## src/rtl/huffman_decode.sv

```systemverilog
// Rebuilds 64 signed coefficients from one packed Huffman-coded 8x8 block, one coefficient per clock.
// Latency: done is high after the 66th rising edge counting the edge that samples start; an error ends the decode early.
// Backpressure: start is a level request taken only in IDLE; done holds the results until start is dropped.
module huffman_decode #(
    parameter int COEF_W   = 12,
    parameter int STREAM_W = 512,
    parameter int CNT_W    = 9
) (
    input  logic                clk,
    input  logic                reset,
    input  logic                start,
    input  logic [STREAM_W-1:0] data_in,
    input  logic [CNT_W-1:0]    num_bits,
    output logic [8*COEF_W-1:0] data_out0,
    output logic [8*COEF_W-1:0] data_out1,
    output logic [8*COEF_W-1:0] data_out2,
    output logic [8*COEF_W-1:0] data_out3,
    output logic [8*COEF_W-1:0] data_out4,
    output logic [8*COEF_W-1:0] data_out5,
    output logic [8*COEF_W-1:0] data_out6,
    output logic [8*COEF_W-1:0] data_out7,
    output logic [CNT_W-1:0]    bits_used,
    output logic                done,
    output logic                err
);

    typedef enum logic [1:0] {S_IDLE, S_DECODE, S_CHECK, S_DONE} state_t;

    state_t               state, state_nxt;
    logic [STREAM_W-1:0]  sr;
    logic [CNT_W-1:0]     nb_q;
    logic [9:0]           ptr;
    logic [5:0]           k;
    // Flat coefficient store; coefficient k lives at [767-12k -: 12], so row r is [767-96r -: 96].
    logic [64*COEF_W-1:0] coef_q;

    logic [19:0]          top;
    logic [3:0]           plen;
    logic [3:0]           cat;
    logic                 invalid;
    logic [10:0]          mag_win;
    logic [11:0]          v_ext;
    logic [11:0]          value;
    logic [4:0]           step;
    logic [10:0]          need;
    logic                 fail;
    logic [9:0]           base;

    assign top = sr[STREAM_W-1 -: 20];

    // Prefix lookup: category and prefix length from the leading code bits.
    always_comb begin
        plen    = 4'd0;
        cat     = 4'd0;
        invalid = 1'b0;
        casez (top[19:11])
            9'b00???????: begin plen = 4'd2; cat = 4'd0;  end
            9'b010??????: begin plen = 4'd3; cat = 4'd1;  end
            9'b011??????: begin plen = 4'd3; cat = 4'd2;  end
            9'b100??????: begin plen = 4'd3; cat = 4'd3;  end
            9'b101??????: begin plen = 4'd3; cat = 4'd4;  end
            9'b110??????: begin plen = 4'd3; cat = 4'd5;  end
            9'b1110?????: begin plen = 4'd4; cat = 4'd6;  end
            9'b11110????: begin plen = 4'd5; cat = 4'd7;  end
            9'b111110???: begin plen = 4'd6; cat = 4'd8;  end
            9'b1111110??: begin plen = 4'd7; cat = 4'd9;  end
            9'b11111110?: begin plen = 4'd8; cat = 4'd10; end
            9'b111111110: begin plen = 4'd9; cat = 4'd11; end
            default:      invalid = 1'b1;
        endcase
    end

    // Magnitude field and signed value; a leading 0 in the magnitude marks a negative value.
    always_comb begin
        mag_win = 11'((top << plen) >> 9);
        v_ext   = {1'b0, mag_win} >> (4'd11 - cat);
        value   = 12'd0;
        if (cat != 4'd0) begin
            if (mag_win[10])
                value = v_ext;
            else
                value = v_ext - ((12'd1 << cat) - 12'd1);
        end
        step = 5'(plen) + 5'(cat);
        need = {1'b0, ptr} + 11'(step);
        fail = invalid || (need > {2'b00, nb_q});
        base = 10'd756 - (10'(k) * 10'd12);
    end

    // State register.
    always_ff @(posedge clk or negedge reset) begin
        if (!reset) state <= S_IDLE;
        else        state <= state_nxt;
    end

    // Next-state selection.
    always_comb begin
        state_nxt = state;
        case (state)
            S_IDLE:   if (start) state_nxt = S_DECODE;
            S_DECODE: begin
                if (fail)            state_nxt = S_DONE;
                else if (k == 6'd63) state_nxt = S_CHECK;
            end
            S_CHECK:  state_nxt = S_DONE;
            S_DONE:   if (!start) state_nxt = S_IDLE;
            default:  state_nxt = S_IDLE;
        endcase
    end

    // Outputs decoded from state.
    always_comb begin
        done = (state == S_DONE);
    end

    // Datapath: load, per-coefficient decode and the final leftover-bit check.
    always_ff @(posedge clk or negedge reset) begin
        if (!reset) begin
            sr        <= '0;
            nb_q      <= '0;
            ptr       <= '0;
            k         <= '0;
            coef_q    <= '0;
            bits_used <= '0;
            err       <= 1'b0;
        end else begin
            case (state)
                S_IDLE: if (start) begin
                    sr     <= data_in;
                    nb_q   <= num_bits;
                    ptr    <= '0;
                    k      <= '0;
                    coef_q <= '0;
                    err    <= 1'b0;
                end
                S_DECODE: begin
                    if (fail) begin
                        err       <= 1'b1;
                        bits_used <= ptr[CNT_W-1:0];
                    end else begin
                        coef_q[base +: 12] <= value;
                        sr  <= sr << step;
                        ptr <= ptr + 10'(step);
                        k   <= k + 6'd1;
                    end
                end
                S_CHECK: begin
                    bits_used <= ptr[CNT_W-1:0];
                    err       <= (ptr != {1'b0, nb_q});
                end
                default: ;
            endcase
        end
    end

    assign data_out0 = coef_q[767:672];
    assign data_out1 = coef_q[671:576];
    assign data_out2 = coef_q[575:480];
    assign data_out3 = coef_q[479:384];
    assign data_out4 = coef_q[383:288];
    assign data_out5 = coef_q[287:192];
    assign data_out6 = coef_q[191:96];
    assign data_out7 = coef_q[95:0];

endmodule

```

## config.mk

```make
export PLATFORM = sky130hd
export DESIGN_NAME = huffman_decode
export DESIGN_NICKNAME = d
export VERILOG_FILES = /design/src/rtl/huffman_decode.sv
export SDC_FILE = /design/constraint.sdc
export NUM_CORES = 2
export LEC_CHECK = 0
export CAP_MARGIN = 20
export CORE_AREA = 3 3 509 511
export DETAILED_ROUTE_END_ITERATION = 6
export DIE_AREA = 0 0 512 514
export GPL_TIMING_DRIVEN = 0
export SKIP_LAST_GASP = 1
export SYNTH_ARGS = -nofsm -noshare
export SYNTH_HDL_FRONTEND = slang
export SYNTH_SLANG_ARGS = --single-unit
```

## constraint.sdc

```tcl
create_clock -name clk -period 7.1 [get_ports clk]
set_input_delay 1.42 -clock clk [delete_from_list [all_inputs] [get_ports clk]]
set_output_delay 1.42 -clock clk [all_outputs]
set_load 0.01 [all_outputs]
```

==> results.md <==
Timing:
- Setup violations remaining at the end of the flow were counted as 0.
- The worst max-slew margin expressed relative to the limit is -13.3%.
- The hold violation total from the final report is 0.
- The maximum frequency from static timing analysis is roughly 0.14 GHz.
- The final cycle utilization of the critical path is 99.6%.
- Across all hold checks on the routed design, the worst slack comes to roughly 0.4 ns.
- Setup repair after global routing could not meet its margin everywhere.
- The count of pins over their slew limit is 5.
- The setup slack of the critical path after layout is 0.0278 ns.
- The transition time at the pin with the least slew margin is around 1.7 ns.
- The setup clock skew after layout is 0.0995 ns.
- The final critical path time including I/O delays and setup is 7.07 ns.

Logic synthesis:
- The average instance area after synthesis is slightly below 9 um2.
- Yosys instantiated no cell more often than sky130_fd_sc_hd__nand2_1.
- The synthesized design contains 0 enable-type register cells.
- In this run the biggest area consumer among cell types represents 37.0% of the synthesized area.
- The post-synthesis net count is ~11000.
- Ranked by instance count, the synthesized netlist is headed by sky130_fd_sc_hd__nand2_1 (2437), sky130_fd_sc_hd__dfrtp_1 (1317), sky130_fd_sc_hd__o21ai_0 (1313), sky130_fd_sc_hd__nand3_1 (876), sky130_fd_sc_hd__clkbuf_1 (647).
- After synthesis, the share of flip-flops with an asynchronous set or reset is 100%.
- The synthesized netlist contains about 110 unique library cells.
- Ranked by total cell area, the synthesized netlist is headed by sky130_fd_sc_hd__dfrtp_1 (37%), sky130_fd_sc_hd__mux4_2 (12%), sky130_fd_sc_hd__nand2_1 (10%).
- The synthesized area is 89100 um2.
- During synthesis, Yosys emitted a total of 0 warnings.
- The library cell with the largest summed area after synthesis is sky130_fd_sc_hd__dfrtp_1.
- Sequential cells were found to cover 37.0% of the synthesized design area.
- The synthesized design contains 1317 register bits.
- Synthesis handed over a netlist of 10300 instances.
- The leading register cell type out of synthesis is sky130_fd_sc_hd__dfrtp_1.

Floorplan:
- The overall die height is 514 um.
- The die width is 512 um.
- The starting utilization of the core area is 35.0%.
- Pin placement for this block handled 1303 I/O pins.
- Row generation in the floorplan step produced 185 rows.
- The core region is between 200000 and 300000 um2.
- The total die area is 263000 um2.

Setup path:
- The highest cell delay on the worst timing path is 0.58 ns.
- The required time at the endpoint of the critical path is 7.89 ns.
- The worst register-to-register path begins at sr[511].
- The start point of the critical path is sr[511].
- The endpoint of the most critical register-to-register path is coef_q[613].
- For the worst setup path, the data arrival time is 7.86 ns.
- The kind of critical path is reg2reg.
- The launching element type of the critical path is a flop.
- The master of the slowest instance on the critical path is sky130_fd_sc_hd__nor2_1.
- Along the worst path, the maximum fanout reaches 24.
- The worst register-to-register path has a depth of 30.
- The critical path endpoint category is a flop.
- Setup slack on the worst reg-to-reg path comes out at 0.03 ns.

Placement:
- Summing all placed instances gives a cell area of 107000 um2.
- Detailed placement finished with a half-perimeter wire length of 495000 um.
- Including well taps, the total number of placed cells is roughly 15000.
- Prior to clock tree synthesis, the placed netlist has a worst setup slack of -4.71 ns.
- The final weighted congestion in routability-driven placement is roughly 1.1.
- The number of buffers inserted by port buffering is between 1000 and 1500.

Global route:
- The number of antenna violations at the first check in global routing came to 57.
- The remaining global-route overflow is 0.
- Global routing used 44.2% of the available tracks across all layers.
- The first global-routing pass estimated 813000 um of wire.
- The via count of the first global-routing pass is around 97000.
- The pin count of the biggest net entering global routing is 178.

Routing:
- Dividing the detail-routed via count by the number of cells gives 6.44.
- The detailed-routing iteration count for the pre-antenna-repair pass is 7.
- Dividing the detail-routed wire length by the instance count gives 39.1 um.
- The final route contains 99400 vias.
- The remaining design rule violation count is 2.
- In this run the remaining antenna-violating nets after routing total 0.
- The DRC marker count from the first detailed-route iteration is 13200.
- The total wire length after detailed routing is 604000 um.

Hold path:
- The worst hold path class is in2async.

Outcome:
- The final reports fail on design-rule violations, max-slew violations.
- The run finished, with violations left.

Layout:
- The layout cell share with drive strength beyond 1 is 14.8%.
- The number of fill cells in the layout is approximately 25000.
- The post-route non-filler standard cell count is between 15000 and 20000.
- The area growth from synthesis to layout is 30.1%.
- For this run, the post-layout net count is ~13000.
- The finished cells cover about 120000 um2.

Clocking:
- The clock reaches the later pin of the worst-skew pair after 0.93 ns.
- In this run the clock root is driven by a sky130_fd_sc_hd__clkbuf_16.
- Clock-pin slew was measured on the worst setup and hold paths at approximately 0.060 ns.
- The post-cts hold buffer count is 0.
- The total clock buffers created by CTS is 160.
- The number of levels the H-tree was split into is 4.
- The number of clock sinks is 1317.
- The longest clock path from root to sink contains 3 buffers.
- The TritonCTS clock tree is built.

Flow run:
- The number of max-capacitance violations reported is 0.
routing by layer:
metal  GRT usage [%]  share of wire, %  up-vias
li1                -                 -    40800
met1            51.2                35    49900
met2            67.7                43     6837
met3            12.8                10     1822
met4            36.9                11       46
met5               0             0.050        -
metrics by stage:
step / utilization [%] / setup TNS, ns
5_1_grt: 45.6 / -2.72
3_5_place_dp: 42.3 / -5171.92
3_3_place_gp: 41.8 / -
6_report: 45.6 / 0
2_1_floorplan: - / -3.25
4_1_cts: 45.1 / -0.0192
state kept, by name, summed over array words and instances, names as in the netlist:
| signal | count |
|---|---|
| bits_used | 9 |
| coef_q | 768 |
| err | 1 |
| nb_q | 9 |
| sr | 512 |
| state | 2 |
| k | 6 |
| ptr | 10 |
layout make-up:
class / count / area, um2 / share of cell area, %
multi-input cells: 8025 / 53100 / 45.8
well taps: 3366 / 4210 / 3.63
flip-flops and latches: 1317 / 33000 / 28.4
repair buffers: 1452 / 14900 / 12.8
clock inverters: 86 / 1430 / 1.23
plain buffers: 886 / 4490 / 3.87
diodes: 28 / 70.1 / 0.0604
inverters: 76 / 344 / 0.297
clock buffers: 208 / 4400 / 3.80
what timing repair did:
| action | in CTS | in global routing |
|---|---|---|
| buffers inserted | 38 | 31 |
| pin swaps | 21 | 29 |
| cloned | 1 | 1 |
| gates resized for setup | 384 | 270 |
| setup endpoints to repair | 1308 | 1306 |
worst max-delay path by stage:
stage | end | slack (ns) | depth (start not counted)
after global routing | coef_q[96] | -0.09 | 29
final | coef_q[613] | 0.03 | 30
after global placement | coef_q[60] | -56.69 | 1
after floorplan | sr[346] | -0.03 | 35
after detailed placement | sr[90] | -4.71 | 36
after CTS | sr[429] | -0.008 | 38
kinds of logic (layout without fill, tap and decap cells):
group / count (synthesis) / count (layout) / synth area share (%)
fa+ha+maj: 58 / 58 / 0.848
simple gates: 4181 / 4181 / 19.6
other cells: 0 / 28 / 0
xor+xnor: 49 / 49 / 0.499
compound gates: 2726 / 2726 / 19.9
flops: 1317 / 1317 / 37.0
buf+inv: 968 / 2708 / 4.30
mux: 1011 / 1011 / 17.9
worst max-delay path, delay by kind of cell, from the launching register on:
kind	cells	cell delay, ns
AO/OA/AOI/OAI	8	1.31
XOR/XNOR	1	0.15
adder cells (fa/ha/maj)	5	1.54
buffers and inverters	8	1.34
flip-flops	1	0.37
AND/OR/NAND/NOR	8	2.21
cell usage in the layout, fill, tap and decap left out, drive strengths merged, types with 247 or more instances in the layout:
| master | instances |
|---|---|
| clkdlybuf4s50 | 1301 |
| buf | 402 |
| nand3 | 877 |
| mux4 | 461 |
| o21ai | 1392 |
| clkbuf | 839 |
| mux2i | 513 |
| o211ai | 247 |
| dfrtp | 1317 |
| nor2 | 618 |
| a31o | 385 |
| nand2 | 2439 |
Power is not shown: default switching activity piles up to over one toggle a cycle in this logic, so the estimate is an artifact.
